===== config.mk =====
export PLATFORM = sky130hd
export DESIGN_NAME = q_sample_averager_flat
export DESIGN_NICKNAME = d
export VERILOG_FILES = /design/src/rtl/q_sample_averager_if.sv /design/src/rtl/q_sample_averager.sv /design/src/flat_wrapper.sv
export SDC_FILE = /design/constraint.sdc
export NUM_CORES = 1
export LEC_CHECK = 0
export ABC_AREA = 1
export CORE_ASPECT_RATIO = 0.7
export CORE_UTILIZATION = 55
export DETAILED_ROUTE_END_ITERATION = 6
export PLACE_DENSITY = 0.84
export SLEW_MARGIN = 10
export SYNTH_ARGS = -nofsm -noshare
export SYNTH_HDL_FRONTEND = slang
export SYNTH_SLANG_ARGS = --single-unit

===== constraint.sdc =====
create_clock -name clk -period 2.62 [get_ports clk]
set_input_delay 0.655 -clock clk [delete_from_list [all_inputs] [get_ports clk]]
set_output_delay 0.655 -clock clk [all_outputs]
set_load 0.1 [all_outputs]

===== src/rtl/q_sample_averager_if.sv =====
// Sample/average bus for q_sample_averager: front-end sample stream in,
// windowed Q average and spike-reject count out.
interface q_sample_averager_if #(
  parameter int WIDTH = 10
);
  logic             enable;
  logic [WIDTH-1:0] sample_in;
  logic             sample_valid;
  logic [WIDTH-1:0] q_measured;
  logic             q_valid;
  logic [7:0]       reject_cnt;

  modport master (
    output enable, sample_in, sample_valid,
    input  q_measured, q_valid, reject_cnt
  );

  modport slave (
    input  enable, sample_in, sample_valid,
    output q_measured, q_valid, reject_cnt
  );
endinterface


===== src/rtl/q_sample_averager.sv =====
// Averages N = 2**AVG_LOG2 accepted Q samples into a registered q_measured.
// Optional spike rejection against the last published average: Q_SPIKE_REJECT_EN.
module q_sample_averager #(
  parameter int WIDTH     = 10,
  parameter int AVG_LOG2  = 2,
  parameter int SPIKE_LIM = 100
) (
  input  logic                 clk,
  input  logic                 rst,
  q_sample_averager_if.slave   bus
);

  typedef enum logic [1:0] {IDLE, ACCUM, DONE} state_e;

  localparam int ACC_W = WIDTH + AVG_LOG2;
  localparam int CNT_W = (AVG_LOG2 > 0) ? AVG_LOG2 : 1;
  localparam logic [CNT_W-1:0] CNT_LAST = CNT_W'((1 << AVG_LOG2) - 1);

  state_e           state_q;
  logic [ACC_W-1:0] acc_q;
  logic [CNT_W-1:0] cnt_q;
  logic [WIDTH-1:0] q_meas_q;
  logic             q_valid_q;

  logic             take;
  logic             reject;
  logic             accept;
  logic             win_done;
  logic [ACC_W-1:0] acc_d;

  assign take     = bus.sample_valid && bus.enable && (state_q != IDLE);
  assign accept   = take && !reject;
  assign win_done = accept && (cnt_q == CNT_LAST);
  // Sum including the current sample; never overflows since acc_q holds at most N-1 samples.
  assign acc_d    = acc_q + ACC_W'(bus.sample_in);

  // NOTE: the async reset clears every register, including the accumulator, so a
  // reset mid-window can never leak a partial sum into the next average.
  always_ff @(posedge clk or negedge rst) begin
    if (!rst) begin
      state_q   <= IDLE;
      acc_q     <= '0;
      cnt_q     <= '0;
      q_meas_q  <= '0;
      q_valid_q <= 1'b0;
    end else begin
      // NOTE: non-blocking assignments throughout, so every branch sees the
      // pre-edge values of acc_q/cnt_q regardless of statement order.
      q_valid_q <= 1'b0;
      case (state_q)
        IDLE: begin
          if (bus.enable) state_q <= ACCUM;
        end
        default: begin
          if (!bus.enable) begin
            state_q <= IDLE;
            acc_q   <= '0;
            cnt_q   <= '0;
          end else if (win_done) begin
            q_meas_q  <= WIDTH'(acc_d >> AVG_LOG2);
            q_valid_q <= 1'b1;
            acc_q     <= '0;
            cnt_q     <= '0;
            state_q   <= DONE;
          end else begin
            // A sample taken in DONE lands on the cleared accumulator as sample 1.
            state_q <= ACCUM;
            if (accept) begin
              acc_q <= acc_d;
              cnt_q <= cnt_q + CNT_W'(1);
            end
          end
        end
      endcase
    end
  end

  assign bus.q_measured = q_meas_q;
  assign bus.q_valid    = q_valid_q;

`ifdef Q_SPIKE_REJECT_EN
  localparam int DW = WIDTH + 1;
  localparam logic [DW-1:0] LIM = DW'(SPIKE_LIM);

  logic                 ref_valid_q;
  logic [7:0]           rej_cnt_q;
  logic signed [DW-1:0] diff;
  logic [DW-1:0]        diff_abs;

  assign diff     = $signed({1'b0, bus.sample_in}) - $signed({1'b0, q_meas_q});
  assign diff_abs = diff[DW-1] ? $unsigned(-diff) : $unsigned(diff);
  // No reference exists until the first window has been published.
  assign reject   = take && ref_valid_q && (diff_abs > LIM);

  always_ff @(posedge clk or negedge rst) begin
    if (!rst) begin
      ref_valid_q <= 1'b0;
      rej_cnt_q   <= '0;
    end else begin
      if (win_done) ref_valid_q <= 1'b1;
      if (reject && (rej_cnt_q != 8'hFF)) rej_cnt_q <= rej_cnt_q + 8'd1;
    end
  end

  assign bus.reject_cnt = rej_cnt_q;
`else
  assign reject         = 1'b0;
  assign bus.reject_cnt = '0;
`endif

endmodule


===== src/flat_wrapper.sv =====
// flat-port wrapper written by rule: the top's interface ports become plain ports
module q_sample_averager_flat 
#(
  parameter int WIDTH     = 10,
  parameter int AVG_LOG2  = 2,
  parameter int SPIKE_LIM = 100
)
  (clk, rst, bus_enable, bus_sample_in, bus_sample_valid, bus_q_measured, bus_q_valid, bus_reject_cnt);
  q_sample_averager_if #(.WIDTH(WIDTH)) bus_i ();
  input  logic clk;
  input  logic rst;
  input wire logic [$bits(bus_i.enable)-1:0] bus_enable;
  input wire logic [$bits(bus_i.sample_in)-1:0] bus_sample_in;
  input wire logic [$bits(bus_i.sample_valid)-1:0] bus_sample_valid;
  output wire logic [$bits(bus_i.q_measured)-1:0] bus_q_measured;
  output wire logic [$bits(bus_i.q_valid)-1:0] bus_q_valid;
  output wire logic [$bits(bus_i.reject_cnt)-1:0] bus_reject_cnt;
  assign bus_i.enable = bus_enable;
  assign bus_i.sample_in = bus_sample_in;
  assign bus_i.sample_valid = bus_sample_valid;
  assign bus_q_measured = bus_i.q_measured;
  assign bus_q_valid = bus_i.q_valid;
  assign bus_reject_cnt = bus_i.reject_cnt;
  q_sample_averager #(.WIDTH(WIDTH), .AVG_LOG2(AVG_LOG2), .SPIKE_LIM(SPIKE_LIM)) u_core (.clk(clk), .rst(rst), .bus(bus_i));
endmodule

==> flow_summary_export.csv, run 1 <==
group,metric,value,unit
placed_design,place_ws,0.123,ns
power_and_ir_drop,intPower,0.756,mW
synthesis,syn_inst,222,
timing,fin_skew,0.00327,ns
clock_tree,post-cts-setup-buffer-count,0,
placed_design,place_inst,282,
clock_tree,cts-root-buf,"clkbuf_8",
clock_tree,cts_buffer_depth,2,
outcome,status,"completed",
clock_tree,cts_hold_buf,0,
placed_design,gp_congestion,0.852,
finish,drive_above_1_share,13.2,%
floorplanning,die_x,68.2,um
timing,setup-violations-final,0,
detailed_routing,viasPerCell,5.02,
detailed_routing,drcViolationCount,0,
finish,syn_to_final_growth,16.6,%
detailed_routing,routed_wl,3350,um
detailed_routing,m1WireLength,1660,um
hold_path,hold_depth,1,
timing,finalMaxSlewViolations,0,
finish,nets,277,
floorplanning,core,2860,um2
timing,min_period,2.23,ns
placed_design,place_area,1920,um2
synthesis,synth_top_cell_area_share,40.0,%
power_and_ir_drop,power_frac_comb,46.5,%
detailed_routing,drt-pass1-iter-count,4,
setup_path,r2r-start,"u_core.acc_q[0]$_DFFE_PN0P_",
synthesis,synthDistinctLibCells,26,
setup_path,crit_required,2.84,ns
setup_path,cp-start-kind,"primary input",
power_and_ir_drop,pwr-share-clk,16.9,%
power_and_ir_drop,peakVddDrop,0.524,mV
detailed_routing,wl_per_cell,11.7,um
placed_design,io_buffer_count,24,
clock_tree,clock-sinks,27,
power_and_ir_drop,swShare,46.1,%
detailed_routing,vias,1435,
setup_path,cp_max_fo,3,
global_route,grt_pass1_wl,5710,um
finish,stdcell_count,286,
global_route,grt_start_max_net_pins,28,
finish,antennaDiodeCount,0,
power_and_ir_drop,p_per_area,712,nW/um2
setup_path,cp_slowest_cell,"clkdlybuf4s50_1",
clock_tree,cts_tree,"built",
synthesis,yosysWarnings,0,
clock_tree,path_clk_slew,0.09,ns
global_route,grt_antenna_before_repair,0,
setup_path,crit_path_end_kind,"flip-flop",
clock_tree,cts_buffers,3,
clock_tree,ctsHtreeMaxLevel,1,
clock_tree,cts_resized,0,
setup_path,crit_top_cell,"nor2_2",
global_route,grt_pass1_vias,1322,
floorplanning,boundaryPins,33,
synthesis,avgSynthCellArea,7.60,um2
setup_path,r2r_setup_slack,0.88,ns
setup_path,cp_slowest_stage_delay,0.46,ns
clock_tree,clkLatencyLatePin,0.27,ns
power_and_ir_drop,leakagePower,1.11,nW
floorplanning,die_area,3300,um2
global_route,grt_usage,23.0,%
hold_path,hold_path_end,"u_core.cnt_q[0]$_DFFE_PN0P_",
detailed_routing,wl_met2,1450,um
timing,setup_slack,0.394,ns
timing,fin_crit_sh,84.9,%
floorplanning,die_y,48.4,um
synthesis,yosys_register_bits,27,
synthesis,yosysSeqAreaShare,40.0,%
floorplanning,start_util,59.0,%
floorplanning,rows,16,
timing,fin_setup_tns,0,ns
power_and_ir_drop,switching_power,0.646,mW
hold_path,worstHoldPathType,"flip-flop to flip-flop",
setup_path,rr_endpoint,"u_core.acc_q[6]$_DFFE_PN0P_",
setup_path,path_cells,"clkdlybuf4s50_1, ha_1, inv_1, fa_1, nor2_2, nor2_2, o21ai_2, or2_1, nand3_1, nand2_1",
setup_path,path_class,"primary input to flip-flop",
synthesis,synth_area_leaders,"dfrtp_1 (40%), nand2_1 (19%), ha_1 (8.2%), nand3_1 (5.0%), inv_1 (4.4%)",
detailed_routing,dr.max_layer_used,"met4",
timing,hold_viol_final,0,
finish,final_area,1970,um2
setup_path,reg2regPathDepth,9,
detailed_routing,drtIter0Drc,95,
timing,rsz0062_at_grt,"no",
synthesis,yosys.area.top_type,"dfrtp_1",
flow_run,max_cap_violations,0,
synthesis,netlist_area,1690,um2
detailed_routing,ant_nets,0,
setup_path,cp.arrival,2.44,ns
global_route,grt_overflow_total,0,
power_and_ir_drop,seq_power_share,36.6,%
detailed_routing,wl_met3,207,um
finish,fillers,248,
timing,fmax,449,MHz
placed_design,hpwl,2580,um
power_and_ir_drop,p_total,1.40,mW
hold_path,hp-start,"u_core.cnt_q[0]$_DFFE_PN0P_",
-- critical path: cells and delay by family --
family	cells	cell delay [ns]
and+or+nand+nor	5	0.51
buffers and inverters	2	0.53
adders and majority gates	2	0.65
AOI/OAI and AO/OA	1	0.11
-- layout make-up --
type / instances / area (um2) / area share, %
clock inverters: 1 / 5.00 / 0.254
multi-input cells: 166 / 868 / 44.1
flip-flops and latches: 27 / 676 / 34.3
clock buffers: 3 / 41.3 / 2.10
inverters: 26 / 97.6 / 4.96
well taps: 36 / 45.0 / 2.29
repair buffers: 27 / 235 / 12.0
-- worst max-delay path by stage --
stage | start | to | slack, ns | cells past startpoint
finish | bus_sample_in[0] | u_core.acc_q[6]$_DFFE_PN0P_ | 0.39 | 10
global route | bus_sample_in[0] | u_core.bus.q_measured[4]$_DFFE_PN0P_ | 0.26 | 10
floorplan | bus_sample_in[0] | u_core.bus.q_measured[4]$_DFFE_PN0P_ | 0.74 | 9
global placement | bus_sample_in[0] | u_core.bus.q_measured[2]$_DFFE_PN0P_ | 0.18 | 8
detailed placement | bus_sample_in[0] | u_core.bus.q_measured[4]$_DFFE_PN0P_ | 0.12 | 10
CTS | bus_sample_in[0] | u_core.bus.q_measured[2]$_DFFE_PN0P_ | 0.41 | 8
-- cell usage in the layout (no fill, tap or decap), drive strengths merged --
cell,n
nand2,86
clkbuf,3
fa,1
clkinv,1
nand3,18
or2,2
ha,11
xor2,3
inv,26
nand4,4
dfrtp,27
buf,14
a21oi,3
clkdlybuf4s50,13
a21boi,1
xnor2,2
a22o,2
nand3b,2
conb,8
o21ai,10
nor2,13
-- synthesized netlist by cell type (all sizes together) --
master,n
xor2,3
dfrtp,27
a21oi,3
nand2,86
or2,2
nor2,13
conb,1
inv,26
buf,10
xnor2,2
nand3,18
nand4,4
nand3b,2
o21ai,10
ha,11
a21boi,1
a22o,2
fa,1
-- logic make-up after synthesis --
group,Yosys count,share of synthesized area (%)
XOR/XNOR,5,2.59
AO/OA/AOI/OAI,16,5.78
flip-flops,27,40.0
AND/OR/NAND/NOR,125,31.9
buffers and inverters,36,10.1
other,1,0.222
adder cells (fa/ha/maj),12,9.34
-- metal layers --
| layer | vias up | GRT usage [%] |
|---|---|---|
| met5 | - | 0 |
| met1 | 639 | 32.0 |
| li1 | 744 | - |
| met2 | 45 | 37.4 |
| met3 | 7 | 4.25 |
| met4 | 0 | 4.17 |
-- stage by stage --
step	hold slack (ns)	utilization [%]
floorplan	0.359	-
global placement	0.464	67.1
detailed placement	0.467	67.1
CTS	0.487	68.8
global route	0.498	68.8
finish	0.483	68.8
-- state kept, by name, summed over array words and instances (netlist names) --
register and cells:
u_core.acc_q 12, u_core.state_q 2, u_core.bus.q_valid 1, u_core.bus.q_measured 10, u_core.cnt_q 2
-- power groups by stage --
stage | logic, mW | registers (mW) | clock network (mW)
5_1_grt | 0.705 | 0.520 | 0.261
3_5_place_dp | 0.651 | 0.521 | 0
6_report | 0.653 | 0.513 | 0.237
3_3_place_gp | 0.645 | 0.517 | 0
2_1_floorplan | 0.317 | 0.721 | 0
4_1_cts | 0.654 | 0.512 | 0.250
No activity file was read; power rests on OpenSTA's default activity.
==> run 2: changes to the inputs <==
- CORE_UTILIZATION: 55 -> 46
- PLACE_DENSITY: 0.84 -> 0.75
- clock period: 2.62 -> 2 ns (I/O delays scaled with it)
==> run 2 against run 1 <==
  * Via count is 1.3% higher
  * Combinational power is 53% higher
  * Clock-buffer cell count unchanged
  * Critical path depth shrank 1
  * Utilization decreased by 5.9 points
  * Routed wire length is 9.0% higher
  * Highest routed layer unchanged
  * Clock power rose by 37%
  * Power is 44% higher
  * Largest power group unchanged
  * Flip-flop and latch count stayed put
==> flow_summary_export.csv, run 2 (synthesized netlist as in run 1, its figures left out) <==
group,metric,value,unit
detailed_routing,m1WireLength,1810,um
clock_tree,cts_buffer_depth,2,
finish,fin_util,62.9,%
finish,syn_to_final_growth,30.8,%
global_route,grt_antenna_before_repair,0,
finish,antennaDiodeCount,0,
placed_design,hpwl,2760,um
finish,final_common_cell,"nand2_1",
global_route,grt_usage,20.7,%
timing,hold_viol_final,0,
power_and_ir_drop,peakVddDrop,0.681,mV
detailed_routing,drt-pass1-iter-count,4,
global_route,grt_pass1_vias,1337,
detailed_routing,wl_met3,177,um
setup_path,cp_slowest_cell,"clkdlybuf4s50_1",
floorplanning,core,3510,um2
finish,regMostFlops,"u_core.acc_q",
setup_path,path_class,"primary input to flip-flop",
floorplanning,die_x,74.4,um
global_route,grt_start_max_net_pins,28,
timing,setup-violations-final,0,
detailed_routing,drtIter0Drc,96,
clock_tree,cts_tree,"built",
finish,layout_common_cells,"nand2_1 (83), dfrtp_1 (27), inv_1 (19), nand3_1 (17)",
placed_design,place_ws,-0.327,ns
floorplanning,boundaryPins,33,
clock_tree,cts_hold_buf,0,
finish,drive_above_1_share,18.2,%
placed_design,gp_congestion,0.840,
setup_path,crit_top_cell,"nand2_1",
timing,fin_crit_sh,95.4,%
detailed_routing,viasPerCell,4.72,
clock_tree,path_clk_slew,0.09,ns
finish,largest_register_ffs,12,
setup_path,cp-start-kind,"primary input",
placed_design,place_inst,302,
global_route,grt_overflow_total,0,
clock_tree,clock-sinks,27,
timing,holdWs,0.496,ns
floorplanning,start_util,48.0,%
timing,fmax,524,MHz
hold_path,worstHoldPathType,"flip-flop to flip-flop",
flow_run,max_cap_violations,0,
detailed_routing,wl_met2,1650,um
finish,final_area,2210,um2
setup_path,path_cells,"clkdlybuf4s50_1, ha_1, nand2_1, nand2_1, nor2_2, o21ai_2, or2_1, nand3_1, nand2_1",
setup_path,crit_required,2.18,ns
setup_path,cp_slowest_stage_delay,0.42,ns
finish,nets,285,
floorplanning,rows,18,
timing,finalMaxSlewViolations,0,
global_route,grt_pass1_wl,6020,um
setup_path,crit_path_end_kind,"flip-flop",
outcome,status,"completed",
detailed_routing,routed_wl,3650,um
placed_design,io_buffer_count,24,
floorplanning,die_area,3920,um2
clock_tree,cts_buffers,3,
finish,stdcell_count,308,
clock_tree,cts-root-buf,"clkbuf_8",
setup_path,cp_max_fo,4,
power_and_ir_drop,p_per_area,915,nW/um2
power_and_ir_drop,leakagePower,1.19,nW
clock_tree,clkLatencyLatePin,0.28,ns
floorplanning,die_y,52.7,um
timing,fin_skew,0.00568,ns
setup_path,cp.arrival,2.08,ns
power_and_ir_drop,p_total,2.02,mW
detailed_routing,wl_per_cell,11.8,um
detailed_routing,drcViolationCount,0,
placed_design,place_area,2110,um2
detailed_routing,ant_nets,0,
timing,fin_setup_tns,0,ns
detailed_routing,vias,1453,
timing,setup_slack,0.0920,ns
timing,rsz0062_at_grt,"no",
timing,min_period,1.91,ns
clock_tree,ctsHtreeMaxLevel,1,
detailed_routing,dr.max_layer_used,"met4",
-- run 2: cell type report --
class	count	area, um2
fill	339	1310
sequential	27	676
multi-input combinational	166	901
timing repair buffer	35	423
clock buffer	3	41.3
clock inverter	1	7.51
inverter	26	97.6
tap	50	62.6
-- run 2: where the power goes --
group / switching, mW / total [mW] / leakage, nW / internal, mW
sequential: 0.0710 / 0.695 / 0.364 / 0.624
clock: 0.183 / 0.325 / 0.0217 / 0.142
combinational: 0.644 / 1.00 / 0.800 / 0.357
total: 0.898 / 2.02 / 1.19 / 1.12
-- run 2: worst max-delay path: cells and delay by family --
kind / cells / cell delay, ns
buffers and inverters: 1 / 0.42
AO/OA/AOI/OAI: 1 / 0.08
AND/OR/NAND/NOR: 6 / 0.71
adder cells (fa/ha/maj): 1 / 0.37
-- run 2: timing repair --
item	in CTS	in global routing
buffers inserted	0	2
gates cloned	0	0
endpoints found under the setup margin	4	8
gates resized for setup	1	9
pin swaps	0	6
-- run 2: path summary, 6_finish.rpt --
| path | from | to | slack, ns | cells past startpoint |
|---|---|---|---|---|
| worst max-delay path | bus_sample_in[3] | u_core.bus.q_measured[4]$_DFFE_PN0P_ | 0.09 | 9 |
| worst min-delay path | u_core.acc_q[9]$_DFFE_PN0P_ | u_core.acc_q[9]$_DFFE_PN0P_ | 0.50 | 2 |
| worst max register to register | u_core.acc_q[0]$_DFFE_PN0P_ | u_core.acc_q[6]$_DFFE_PN0P_ | 0.35 | 9 |
| worst min register to register | u_core.acc_q[9]$_DFFE_PN0P_ | u_core.acc_q[9]$_DFFE_PN0P_ | 0.50 | 2 |
| max in group asynchronous | rst | u_core.bus.q_measured[4]$_DFFE_PN0P_ | 1.17 | 2 |
| min in group asynchronous | rst | u_core.bus.q_measured[6]$_DFFE_PN0P_ | 0.58 | 2 |
-- run 2: layer usage --
metal	vias up	GRT usage (%)
met5	-	0
met4	0	4.40
met3	2	4.23
met2	37	31.5
met1	660	30.0
li1	754	-
==> run 3: changes to the inputs <==
- ABC_CLOCK_PERIOD_IN_PS: default -> 2000
==> results of run 3 <==
No change in the layout: final DEF, timing and power equal those of run 2.
